### src/rtl/adder_arbiter.sv
// adder_arbiter: two-requester round-robin front end for one shared 8-bit adder.
// Operands are latched on accept; the held response is rsp_sum/rsp_carry of those operands.
// Optional statistics counters are enabled by defining ADDER_ARB_STATS_EN.
module adder_arbiter #(
  parameter int unsigned CNT_W   = 16,
  parameter logic        RR_INIT = 1'b0
) (
  input  logic       clk,
  input  logic       rst_n,
  input  logic       req0_valid,
  input  logic [7:0] req0_a,
  input  logic [7:0] req0_b,
  output logic       req0_ready,
  input  logic       req1_valid,
  input  logic [7:0] req1_a,
  input  logic [7:0] req1_b,
  output logic       req1_ready,
  output logic       rsp_valid,
  input  logic       rsp_ready,
  output logic       rsp_id,
  output logic [7:0] rsp_sum,
  output logic       rsp_carry
`ifdef ADDER_ARB_STATS_EN
  ,
  output logic [CNT_W-1:0] grant_cnt0,
  output logic [CNT_W-1:0] grant_cnt1,
  output logic [CNT_W-1:0] carry_cnt
`endif
);

  localparam int unsigned DATA_W = 8;
  localparam logic [0:0]  ST_IDLE = 1'b0;
  localparam logic [0:0]  ST_RESP = 1'b1;

  // Counter width must be at least one bit.
  if (CNT_W < 1) begin : g_bad_cnt_w
    $error("adder_arbiter: CNT_W must be >= 1");
  end

  logic [0:0]        state_q, state_d;
  logic              last_grant_q, last_grant_d;
  logic              rsp_id_q, rsp_id_d;
  logic [DATA_W-1:0] op_a_q, op_a_d;
  logic [DATA_W-1:0] op_b_q, op_b_d;

  logic              can_accept_c;
  logic              grant_vld_c;
  logic              grant_id_c;
  logic              accept_c;
  logic [DATA_W-1:0] sel_a_c;
  logic [DATA_W-1:0] sel_b_c;
  logic [DATA_W:0]   sum_c;

  // Round-robin grant: a tie goes to the requester that did not win last time.
  always_comb begin
    grant_vld_c  = req0_valid | req1_valid;
    grant_id_c   = 1'b0;
    if (req0_valid & req1_valid) begin
      grant_id_c = ~last_grant_q;
    end else if (req1_valid) begin
      grant_id_c = 1'b1;
    end
    can_accept_c = (state_q == ST_IDLE) | ((state_q == ST_RESP) & rsp_ready);
    accept_c     = can_accept_c & grant_vld_c & rst_n;
    sel_a_c      = grant_id_c ? req1_a : req0_a;
    sel_b_c      = grant_id_c ? req1_b : req0_b;
  end

  assign req0_ready = accept_c & ~grant_id_c;
  assign req1_ready = accept_c &  grant_id_c;

  // Next-state: accept latches operands; an unreplaced consumed response returns to IDLE.
  always_comb begin
    state_d      = state_q;
    last_grant_d = last_grant_q;
    rsp_id_d     = rsp_id_q;
    op_a_d       = op_a_q;
    op_b_d       = op_b_q;
    case (state_q)
      ST_IDLE: begin
        if (accept_c) state_d = ST_RESP;
      end
      ST_RESP: begin
        if (!accept_c && rsp_ready) state_d = ST_IDLE;
      end
      default: state_d = ST_IDLE;
    endcase
    if (accept_c) begin
      last_grant_d = grant_id_c;
      rsp_id_d     = grant_id_c;
      op_a_d       = sel_a_c;
      op_b_d       = sel_b_c;
    end
  end

  // State and held-operand registers.
  always_ff @(posedge clk or negedge rst_n) begin
    if (!rst_n) begin
      state_q      <= ST_IDLE;
      last_grant_q <= ~RR_INIT;
      rsp_id_q     <= 1'b0;
      op_a_q       <= '0;
      op_b_q       <= '0;
    end else begin
      state_q      <= state_d;
      last_grant_q <= last_grant_d;
      rsp_id_q     <= rsp_id_d;
      op_a_q       <= op_a_d;
      op_b_q       <= op_b_d;
    end
  end

  // Shared adder fed only from the held operands, so the result is stable while held.
  assign sum_c     = {1'b0, op_a_q} + {1'b0, op_b_q};
  assign rsp_sum   = sum_c[DATA_W-1:0];
  assign rsp_carry = sum_c[DATA_W];
  assign rsp_valid = (state_q == ST_RESP);
  assign rsp_id    = rsp_id_q;

`ifdef ADDER_ARB_STATS_EN
  logic [CNT_W-1:0] grant_cnt0_q, grant_cnt0_d;
  logic [CNT_W-1:0] grant_cnt1_q, grant_cnt1_d;
  logic [CNT_W-1:0] carry_cnt_q, carry_cnt_d;
  logic             acc_carry_c;

  // Saturating event counters for accepted requests.
  always_comb begin
    grant_cnt0_d = grant_cnt0_q;
    grant_cnt1_d = grant_cnt1_q;
    carry_cnt_d  = carry_cnt_q;
    acc_carry_c  = ((DATA_W+1)'(sel_a_c) + (DATA_W+1)'(sel_b_c)) > (DATA_W+1)'(255);
    if (accept_c) begin
      if (!grant_id_c && (grant_cnt0_q != '1)) grant_cnt0_d = grant_cnt0_q + CNT_W'(1);
      if (grant_id_c && (grant_cnt1_q != '1))  grant_cnt1_d = grant_cnt1_q + CNT_W'(1);
      if (acc_carry_c && (carry_cnt_q != '1))  carry_cnt_d  = carry_cnt_q + CNT_W'(1);
    end
  end

  // Statistics registers.
  always_ff @(posedge clk or negedge rst_n) begin
    if (!rst_n) begin
      grant_cnt0_q <= '0;
      grant_cnt1_q <= '0;
      carry_cnt_q  <= '0;
    end else begin
      grant_cnt0_q <= grant_cnt0_d;
      grant_cnt1_q <= grant_cnt1_d;
      carry_cnt_q  <= carry_cnt_d;
    end
  end

  assign grant_cnt0 = grant_cnt0_q;
  assign grant_cnt1 = grant_cnt1_q;
  assign carry_cnt  = carry_cnt_q;
`endif

endmodule

### config.mk
export PLATFORM = sky130hd
export DESIGN_NAME = adder_arbiter
export DESIGN_NICKNAME = d
export VERILOG_FILES = /design/src/rtl/adder_arbiter.sv
export SDC_FILE = /design/constraint.sdc
export NUM_CORES = 1
export LEC_CHECK = 0
export CAP_MARGIN = 20
export CORE_MARGIN = 2
export CORE_UTILIZATION = 30
export DETAILED_ROUTE_END_ITERATION = 12
export SLEW_MARGIN = 20
export SYNTH_ARGS = -nofsm -noshare
export SYNTH_HDL_FRONTEND = slang
export SYNTH_SLANG_ARGS = --single-unit
export TNS_END_PERCENT = 100
### constraint.sdc
create_clock -name clk -period 2.72 [get_ports clk]
set_input_delay 0.544 -clock clk [delete_from_list [all_inputs] [get_ports clk]]
set_output_delay 0.544 -clock clk [all_outputs]
set_load 0.1 [all_outputs]
==> results of run 1 <==
==> cell type report <==
type / instances / area (um^2)
clock buffer: 4 / 45.04
fill: 348 / 1782
inverter: 20 / 75.07
multi-input combinational: 63 / 589.3
sequential: 19 / 476.7
tap: 48 / 60.06
timing repair buffer: 52 / 605.6
==> worst max-delay path: stages, from the launching register on <==
cell	delay (ns)
dfrtp_1	0.38
ha_1	0.23
fa_1	0.44
a21oi_2	0.19
nor2_1	0.07
nor2_2	0.14
xnor2_2	0.15
buf_12	0.20
==> where the power goes <==
| part | switching (mW) | internal [mW] | leakage, nW |
|---|---|---|---|
| sequential | 0.0409 | 0.341 | 0.233 |
| combinational | 0.985 | 0.558 | 0.627 |
| clock | 0.0881 | 0.104 | 0.0228 |
| total | 1.11 | 1.00 | 0.882 |
==> cells by family (layout without fill, tap and decap cells) <==
kind of cell	after synthesis	after routing	synth area share [%]
compound gates	33	33	25.75
xor+xnor	4	4	3.108
fa+ha+maj	9	9	10.66
buf+inv	24	76	9.433
flops	19	19	42.29
mux	1	1	0.8879
simple gates	16	16	7.881
==> flip-flops by register name, summed over array words and instances (netlist names) <==
register	cells
op_b_q	8
op_a_q	8
rsp_id	1
last_grant_q	1
rsp_valid	1
==> per-layer routing <==
metal	part of all wire, %	vias up
met3	5.7	4
li1	-	506
met5	0	-
met4	1.5	0
met1	39	536
met2	54	30
==> through the flow <==
| stage | std cells | setup WS, ns |
|---|---|---|
| global route | 206 | 0.01972 |
| global placement | 202 | 0.3075 |
| finish | 206 | 0.1221 |
| detailed placement | 202 | 0.2856 |
| CTS | 206 | 0.0004416 |
| floorplan | 106 | -0.2772 |
==> how the worst max path moves through the flow <==
stage               from  slack [ns]  cells after the start    endpoint
2_1_floorplan  op_a_q[4]       -0.28                      5   rsp_carry
3_3_place_gp   op_a_q[0]        0.31                      7  rsp_sum[6]
3_5_place_dp   op_a_q[0]        0.29                      7  rsp_sum[6]
4_1_cts        op_a_q[0]      0.0004                      7  rsp_sum[6]
5_1_grt        op_a_q[2]        0.02                      6  rsp_sum[5]
6_report       op_a_q[0]        0.12                      7  rsp_sum[6]
==> placed cells by master, fill, tap and decap left out, types with 2 or more instances in the layout <==
cell type        instances
a21o_1                   4
a21oi_1                  4
a222oi_1                16
a311o_1                  2
buf_12                  10
buf_4                    6
clkbuf_8                 3
clkdlybuf4s50_1         36
dfrtp_1                 18
ha_1                     7
inv_1                   20
nand2_1                  5
nand3_1                  2
nor2b_1                  2
nor3_1                   2
xnor2_2                  2
xor2_2                   2
==> reports/metrics.yaml, run 1 <==
die:
  start_util_pct: 31.03
  die_y_um: 65.30
  die_w_um: 65.30
  die_area_mm2: 0.004264
  core_area_mm2: 0.003633
  ios: 50
  rows: 22
clock_network:
  worstSkewPairLatency_ns: 0.25
  ctsResizeCount: 0
  htree_levels: 1
  cts_buffers: 3
  root_buffer: "clkbuf_8"
  post_cts.repair.setup_buffers: 0
  clock_sinks: 19
  clock_path_buffers: 2
  cts_tree: "built"
  cts_hold_buf: 0
  cts.reportedPaths.clkPinSlew_ns: 0.07
critical_path:
  path_class: "reg2out"
  cp-start-kind: "register"
  crit_fanout: 2
  required_ns: 2.18
  rrSetupSlack_ns: 1.19
  endpoint_kind: "primary output"
  r2r-end: "op_b_q[2]"
  cp.arrival_ns: 2.05
  r2r_cells: 5
  r2r-start: "last_grant_q"
routing:
  wl_mm: 3.006
  dr_total_vias: 1076
  avgViaCountPerCell: 5.223
  drc_errors: 0
  ant_nets: 0
  firstDrtPassIters: 4
  wire_per_inst_um: 14.59
  drtIter0Drc: 91
yosys:
  synth_enable_flop_cells: 0
  yosys_warnings: 0
  synth_flop_cell: "dfrtp_1"
  ys_seq_elements: 19
  synth.avg_cell_area_um2: 10.64
  syn-num-nets: 152
  synth_top_area_share_pct: 39.96
  seq_area_frac_synth_pct: 42.29
  postSynthCellCount: 106
  synth_top_area_cell: "dfrtp_1"
  synthArstFlopShare_pct: 100.0
  synth_common_cells: "inv_1 (20), dfrtp_1 (18), a222oi_1 (16)"
  netlist_area_mm2: 0.001127
  synth.area.top_cells: "dfrtp_1 (40%), a222oi_1 (14%), ha_1 (8.9%)"
  synth.most_common_cell: "inv_1"
  synth_cell_types: 29
timing:
  fin_worst_skew_ns: 0.002337
  setup_viol: 0
  tns_ns: 0
  fin_crit_sh_pct: 95.51
  hold_slack_ns: 0.4816
  fin_crit_ns: 2.598
  hold_viol_final: 0
  tightest_slew_ns: 0.3785
  drv_slew: 0
  slew-limit-headroom_pct: 74.77
  rsz0062_at_grt: "false"
  max_freq_ghz: 0.3849
placed_design:
  io_buffers: 49
  hpwl_mm: 2.370
  gp_congestion: 0.7478
  place_area_mm2: 0.001792
global_routing:
  grt_pass1_vias: 1113
  grt_use_total_pct: 14.28
  grt_max_degree: 20
  grt_most_used_layer: "met2"
  grt_first_pass_wirelength_mm: 4.836
  antenna_found_initial: 0
  grt_use_met2_pct: 27.42
  grt_remaining_overflow: 0
  met3_usage_pct: 3.425
  use_met1_pct: 15.09
job:
  maxCapViolCount: 0
final_layout:
  num-nets-final: 205
  diodes: 0
  drive_above_1_share_pct: 20.25
  final_core_util_pct: 50.96
  syn_to_final_growth_pct: 64.26
  fin_area_mm2: 0.001852
run_status:
  status: "completed"
power_and_ir_drop:
  cellPowerDensity_mw_per_mm2: 1143
  ir_worst_vdd_v: 0.0003440
  p_leak_nw: 0.8822
  finalPower_mw: 2.117
worst_hold_path:
  hold_path_class: "reg2reg"
  holdPathEnd: "rsp_id"
  min_from: "rsp_id"
  min_path_cells: 1
Power figures use the tool's default switching activity.
==> run 2, diff against run 1 <==
MAX_ROUTING_LAYER = met4   (was unset)
==> run 2 against run 1 <==
Net effect: setup slack better by 0.0017 ns; first-iteration DRC count unchanged; sequential cell count unchanged; cell count unchanged; total power about the same; global-route usage up 0.38 points; hold slack about the same; clock skew up 0.0014 ns; sequential power about the same; critical path depth unchanged; die area unchanged; largest cell class unchanged.
==> reports/metrics.yaml, run 2 (synthesis results as in run 1) <==
final_layout:
  syn_to_final_growth_pct: 64.26  # unchanged
  diodes: 0  # unchanged
  layout_common_cells: "clkdlybuf4s50_1 (36), inv_1 (20), dfrtp_1 (18)"
  drive_above_1_share_pct: 20.25  # unchanged
  final_common_cell: "clkdlybuf4s50_1"
  top_regs: "op_a_q x8, op_b_q x8"
  fin_area_mm2: 0.001852  # unchanged
  num-nets-final: 205  # unchanged
  final_core_util_pct: 50.96  # unchanged
routing:
  drtIter0Drc: 91  # unchanged
  dr_total_vias: 1078  # +0.19%
  wl_met2_mm: 1.610  # -0.25%
  drc_errors: 0  # unchanged
  top_layer: "met4"
  wl_mm: 2.993  # -0.43%
  wl_met1_mm: 1.178  # +0.34%
  wire_per_inst_um: 14.53  # -0.43%
  firstDrtPassIters: 5  # +1
  avgViaCountPerCell: 5.233  # +0.19%
  wl_met3_um: 160  # -7.0%
  ant_nets: 0  # unchanged
critical_path:
  critical_path.slowest_cell: "fa_1"
  cpPeakStageDelay_ns: 0.44  # about the same
  cp-start-kind: "register"
  crit_fanout: 2  # unchanged
  cp.arrival_ns: 2.05  # about the same
  crit_chain: "ha_1 > fa_1 > a21oi_2 > nor2_1 > nor2_2 > xnor2_2 > buf_12"
  endpoint_kind: "primary output"
  required_ns: 2.18  # about the same
  path_class: "reg2out"
die:
  die_w_um: 65.30  # unchanged
  core_area_mm2: 0.003633  # unchanged
  start_util_pct: 31.03  # unchanged
  die_area_mm2: 0.004264  # unchanged
  ios: 50  # unchanged
  rows: 22  # unchanged
  die_y_um: 65.30  # unchanged
global_routing:
  antenna_found_initial: 0  # unchanged
  grt_max_degree: 20  # unchanged
  grt_use_total_pct: 14.66  # +0.38 points
  grt_pass1_vias: 1117  # +0.36%
  grt_first_pass_wirelength_mm: 4.830  # -0.12%
  grt_remaining_overflow: 0  # unchanged
clock_network:
  cts_buffers: 3  # unchanged
  htree_levels: 1  # unchanged
  cts.reportedPaths.clkPinSlew_ns: 0.07  # about the same
  clock_path_buffers: 2  # unchanged
  cts_tree: "built"
  clock_sinks: 19  # unchanged
  worstSkewPairLatency_ns: 0.25  # about the same
  root_buffer: "clkbuf_8"
placed_design:
  pre_cts_slack_ns: 0.2856  # unchanged
  gp_congestion: 0.7574  # +1.3%
  io_buffers: 49  # unchanged
  place_area_mm2: 0.001792  # unchanged
  hpwl_mm: 2.370  # unchanged
timing:
  fin_worst_skew_ns: 0.003689  # +0.001351 ns
  fin_crit_ns: 2.596  # -0.001659 ns
  slew-limit-headroom_pct: 74.26  # -0.51 points
  tightest_slew_ns: 0.3861  # +0.007659 ns
  rsz0062_at_grt: "false"
  drv_slew: 0  # unchanged
  setup_ws_ns: 0.1238  # +0.001659 ns
  max_freq_ghz: 0.3852  # about the same
  hold_viol_final: 0  # unchanged
  fin_crit_sh_pct: 95.45  # about the same
  hold_slack_ns: 0.4818  # +0.0002200 ns
  setup_viol: 0  # unchanged
power_and_ir_drop:
  p_leak_nw: 0.8822  # unchanged
  cellPowerDensity_mw_per_mm2: 1143  # about the same
  ir_worst_vdd_v: 0.0003440  # unchanged
run_status:
  status: "completed"
job:
  maxCapViolCount: 0  # unchanged
worst_hold_path:
  hold_path_class: "reg2reg"
-- run 2: cell counts in the layout (fill, tap and decap cells not counted) --
No cell type changed its count.
-- run 2: per-layer routing --
layer,GRT usage (%),up-vias
met5,-,-
met4,4.688,0
met3,3.425,4
met2,27.42,30
met1,15.09,538
li1,-,506
-- run 2: area by class of cell --
class,instances,area [um^2]
fill,348,1782
inverter,20,75.07
tap,48,60.06
clock buffer,4,45.04
timing repair buffer,52,605.6
multi-input combinational,63,589.3
sequential,19,476.7
-- run 2: path summary, 6_finish.rpt --
kind	start	end	slack, ns	cells after the start
min	rsp_id	rsp_id	0.48	1
min in group asynchronous	rst_n	op_a_q[6]	0.74	2
max reg2reg	last_grant_q	op_b_q[2]	1.19	5
max	op_a_q[0]	rsp_sum[6]	0.12	7
max in group asynchronous	rst_n	last_grant_q	1.72	2
min reg2reg	rsp_id	rsp_id	0.48	1
-- run 2: through the flow --
| stage | setup TNS (ns) | cells | total power [mW] |
|---|---|---|---|
| 5_1_grt | 0 | 206 | 2.204 |
| 3_5_place_dp | 0 | 202 | 1.922 |
| 6_report | 0 | 206 | 2.116 |
| 2_1_floorplan | -0.2772 | 106 | 1.403 |
| 3_3_place_gp | 0 | 202 | 1.903 |
| 4_1_cts | 0 | 206 | 2.117 |
-- run 2: power breakdown --
group	internal (mW)	switching, mW
Clock	0.104	0.0869
Combinational	0.558	0.985
Sequential	0.341	0.0410
-- run 2: timing repair --
| item | CTS | global route |
|---|---|---|
| hold buffers | 0 | 0 |
| setup endpoints to repair | 0 | 3 |
| hold endpoints to repair | 0 | 0 |
| buffers inserted | 0 | 0 |
| resized for setup | 0 | 5 |
-- run 2: critical path, delay by kind of cell, from the launching register on --
family,cells,cell delay (ns)
XOR/XNOR,1,0.15
AND/OR/NAND/NOR,2,0.21
buffers and inverters,1,0.20
AO/OA/AOI/OAI,1,0.19
adder cells (fa/ha/maj),2,0.67
flip-flops,1,0.38
==> variant 1: new RTL, flow settings as in run 2 <==
`RR_INIT`: 1'b0 -> 1'b1.
--- a/src/rtl/adder_arbiter.sv
+++ b/src/rtl/adder_arbiter.sv
@@ -4,5 +4,5 @@
 module adder_arbiter #(
   parameter int unsigned CNT_W   = 16,
-  parameter logic        RR_INIT = 1'b0
+  parameter logic        RR_INIT = 1'b1
 ) (
   input  logic       clk,
Function: changed (a bounded check fails within 4 cycles, from zero or initial values and one cycle with rst_n low).
==> variant 1 against run 2 <==
Wire length increased by 2.5%. Synthesized cell count decreased by 1.9%. Synthesized area down 4.0%. Die area decreased by 3.7%. Non-clock buffer count grew 2. Critical endpoint is now rsp_sum[5]. Clock power shrank 13%. Sequential cell count is 1 lower. Final area decreased by 1.6%. Total power down 1.7%. Setup slack lost 0.033 ns. Sequential power fell by 5.5%.
==> variant 1: results (changes against run 2) <==
[cells_and_area]
fill_cells = 316  ; was 348
final_nets = 205  ; unchanged
antenna_cells = 0  ; unchanged
drive_gt1_share_pct = 22.2  ; was 20.3%
top_regs = op_a_q (8), op_b_q (8)  ; unchanged

[min_path]
hold_class = register to register  ; unchanged

[critical_path]
arrival_ns = 2.09  ; was 2.05 ns
rrSetupSlack_ns = 1.18
path_max_fanout = 5  ; was 2

[timing]
skew_ns = 0.00664  ; was 0.00369 ns
timing.fmax_mhz = 380  ; was 385 MHz
max_slew_margin_pct = 79.0  ; was 74.3%

[clock_network]
htreeDepth = 1  ; unchanged
clk_latency_ns = 0.29  ; was 0.25 ns
ctsRootBufferMaster = clkbuf_4  ; was clkbuf_8
cts_made_buffers = 3  ; unchanged
clk_pin_slew_ns = 0.11  ; was 0.07 ns
cts_buffer_depth = 2  ; unchanged
postCtsSetupBuffers = 0  ; unchanged

[place]
gp_congestion = 0.815  ; was 0.757
io_buffer_count = 49  ; unchanged
pre_cts_slack_ns = 0.289  ; was 0.286 ns
place_hpwl_mm = 2.46  ; was 2.37 mm

[global_routing]
grt_max_degree = 19  ; was 20
antenna_found_initial = 0  ; unchanged
grt_pass1_vias = 1131  ; was 1117
grt_pass1_wl_mm = 5.06  ; was 4.83 mm
grtUsageTotal_pct = 16.3  ; was 14.7%

[logic_synthesis]
synthArstFlopShare_pct = 100  ; unchanged
ys.flop_type = dfrtp_1  ; unchanged
netlist_top_cells_area = dfrtp_1 42%, a222oi_1 15%, ha_1 9.2%, inv_1 6.9%, a21oi_1 2.3%  ; was dfrtp_1 40%, a222oi_1 14%, ha_1 8.9%, inv_1 6.7%, a21o_1 2.7%
yosys-top-cells-count = 20 x inv_1, 18 x dfrtp_1, 16 x a222oi_1  ; unchanged
synth_cell_type_count = 27  ; was 29
ys_warn_count = 0  ; unchanged
ys_seq_area_share_pct = 41.6  ; was 42.3%
syn-num-nets = 150  ; was 152

[detailed_routing]
drtIter0Drc = 94  ; was 91
first_pass_iters = 4  ; was 5
drt-wirelength-per-cell_um = 15.0  ; was 14.5 um
avgViaCountPerCell = 5.22  ; was 5.23

[status]
status = finished clean  ; unchanged

[power_and_ir_drop]
p_leak_nw = 0.867  ; was 0.882 nW
vdd_drop_max_mv = 0.367  ; was 0.344 mV

variant 1: area by class of cell:
type / count / area (um2) / share of cell area [%]
timing repair buffer: 54 / 621 / 34.1
tap: 46 / 57.6 / 3.16
sequential: 18 / 450 / 24.7
inverter: 20 / 75.1 / 4.12
clock buffer: 4 / 36.3 / 1.99
multi-input combinational: 62 / 582 / 31.9
variant 1: critical path, cell delays in order, from the launching register on:
cell and delay [ns]:
dfrtp_1 0.41, ha_1 0.39, inv_2 0.08, a311o_1 0.35, a311o_1 0.37, buf_12 0.19
variant 1: through the flow:
step           cell area, um2  hold slack, ns  std cells  total power, mW  utilization (%)
4_1_cts                  1800           0.532        204             2.07             53.2
3_3_place_gp             1760           0.494        200             1.88             52.0
6_report                 1820           0.527        204             2.08             53.7
2_1_floorplan            1110           0.248        104             1.38                -
5_1_grt                  1820           0.556        204             2.17             53.7
3_5_place_dp             1760           0.506        200             1.90             52.0
variant 1: logic make-up (layout without fill, tap and decap cells):
logic type,after synthesis,count (layout),synth area share [%]
flip-flops,18,18,41.6
AND/OR/NAND/NOR,16,16,8.09
adder cells (fa/ha/maj),9,9,11.1
multiplexers,1,1,0.925
buffers and inverters,24,78,9.36
AO/OA/AOI/OAI,32,32,25.7
XOR/XNOR,4,4,3.24
variant 1: what timing repair did:
action,in CTS,in global routing
pin swaps,0,1
endpoints found under the setup margin,2,5
gates resized for setup,1,7
variant 1: final timing paths:
path,start,end,cells after the start
min,op_a_q[7],op_a_q[7],2
min in group asynchronous,rst_n,op_a_q[7],2
max,op_b_q[5],rsp_sum[5],5
max reg2reg,rsp_id,op_a_q[0],4
max in group asynchronous,rst_n,op_a_q[0],2
min reg2reg,op_a_q[7],op_a_q[7],2
variant 1: routing by layer:
layer	wire length, um	GRT usage [%]	part of all wire [%]
met1	1230	17.6	40
met4	27	5.71	0.88
met3	178	2.99	5.8
met2	1640	29.7	53
met5	0	-	0
variant 1: power by group:
group          internal (mW)  leakage, nW  switching (mW)  total (mW)
Sequential             0.321        0.222          0.0399       0.361
Combinational          0.562        0.624           0.991        1.55
Clock                 0.0815       0.0210          0.0842       0.166
Total                  0.964        0.867            1.12        2.08
==> variant 2: new RTL, config.mk and constraints of run 2 <==
Without the edit above. `op_a_q` no longer has a reset.
--- a/src/rtl/adder_arbiter.sv
+++ b/src/rtl/adder_arbiter.sv
@@ -100,5 +100,4 @@
       last_grant_q <= ~RR_INIT;
       rsp_id_q     <= 1'b0;
-      op_a_q       <= '0;
       op_b_q       <= '0;
     end else begin
@@ -106,7 +105,10 @@
       last_grant_q <= last_grant_d;
       rsp_id_q     <= rsp_id_d;
-      op_a_q       <= op_a_d;
       op_b_q       <= op_b_d;
     end
+  end
+
+  always_ff @(posedge clk) begin
+    op_a_q <= op_a_d;
   end
 
Formal check against the unedited RTL: differs if rst_n is asserted again (counterexample within 4 cycles, from zero or initial values and one cycle with rst_n low); with rst_n held inactive, the same outputs for 10 cycles.
==> variant 2 against run 2 <==
Setup slack got worse by 0.10 ns. Sequential share of layout area increased by 1.3 points. Synthesized area increased by 3.9%. Total power decreased by 20%. Highest routed layer unchanged. Utilization increased by 0.42 points. Final area increased by 3.1%. Global-route usage decreased by 0.20 points. Critical path depth decreased by 1. Wire length decreased by 8.7%. Critical endpoint is now rsp_sum[5]. Register-to-register slack improved by 0.02 ns. Sequential cell count unchanged.
==> variant 2: results (changes against run 2) <==
[status]
status = finished clean  ; unchanged

[logic_synthesis]
ys_seq_area_share_pct = 44.1  ; was 42.3%
synthArstFlopShare_pct = 57.9  ; was 100%
synth-edff-count = 8  ; was 0
synthMuxAreaShare_pct = 17.3  ; was 0.888%
yosys-top-cells-count = 14 x a21oi_1, 10 x dfrtp_1, 10 x mux2_2, 10 x nor2_1, 9 x mux2i_1  ; was 20 x inv_1, 18 x dfrtp_1, 16 x a222oi_1

[place]
place_hpwl_mm = 2.21  ; was 2.37 mm
gp_congestion = 0.876  ; was 0.757
placed_cells = 203  ; was 202
placedInstanceArea_um2 = 1850  ; was 1790 um2

[global_routing]
grt.met3_usage_pct = 2.53  ; was 3.42%
use_met2_pct = 25.1  ; was 27.4%
grt_util_met1_pct = 15.7  ; was 15.1%

[critical_path]
cp_top_family = compound AO/OA/AOI/OAI gates  ; was adder cells
arrival_ns = 2.16  ; was 2.05 ns
reg2reg_depth = 3  ; was 5
rrSetupSlack_ns = 1.21  ; was 1.19 ns
r2r_end = op_a_q[5]  ; was op_b_q[2]
slowest_stage = ha_1  ; was fa_1
path_max_fanout = 4  ; was 2

[detailed_routing]
wl_met3_um = 142  ; was 160 um
vias = 986  ; was 1078
first_pass_iters = 4  ; was 5
drt-wirelength-per-cell_um = 13.2  ; was 14.5 um
avgViaCountPerCell = 4.76  ; was 5.23

[cells_and_area]
drive_gt1_share_pct = 26.4  ; was 20.3%

[timing]
hold_ws_ns = 0.516  ; was 0.482 ns

variant 2: cell types whose count changed after synthesis, moves of 8 or more:
| cell | change |
|---|---|
| dfrtp_1 | -8 |
| mux2_2 | +10 |
| a21oi_1 | +9 |
| nor2_1 | +8 |
| a222oi_1 | -16 |
| mux2i_1 | +8 |
| inv_1 | -16 |
| edfxtp_1 | +8 |
variant 2: how the worst max path moves through the flow:
stage	startpoint	end	slack [ns]	cells past startpoint
CTS	op_a_q[4]	rsp_sum[7]	0.03	6
global placement	op_a_q[0]	rsp_sum[6]	0.33	7
global route	op_a_q[4]	rsp_sum[7]	0.002	6
floorplan	op_b_q[4]	rsp_carry	-0.27	5
finish	op_a_q[2]	rsp_sum[5]	0.02	6
detailed placement	op_a_q[4]	rsp_sum[7]	0.27	6
variant 2: power by group through the flow:
stage | Clock [mW] | Combinational [mW] | Sequential [mW]
4_1_cts | 0.211 | 1.13 | 0.369
3_3_place_gp | 0 | 1.11 | 0.373
6_report | 0.198 | 1.13 | 0.368
3_5_place_dp | 0 | 1.12 | 0.375
2_1_floorplan | 0 | 0.715 | 0.402
5_1_grt | 0.220 | 1.18 | 0.375
variant 2: final cells by class:
class	count	area [um2]
flip-flops and latches	19	517
repair buffers	52	606
multi-input cells	79	663
inverters	5	18.8
well taps	48	60.1
clock buffers	4	45.0
fillers	333	1810
variant 2: timing repair:
item | 4_1_cts | 5_1_grt
setup endpoints to repair | 3 | 4
gates resized for setup | 2 | 3
hold buffers | 0 | 0
variant 2: logic make-up (layout without fill, tap and decap cells):
group,count (synthesis),in the layout
compound gates,25,25
flops,19,19
mux,19,19
fa+ha+maj,9,9
buf+inv,9,61
simple gates,22,22
xor+xnor,4,4
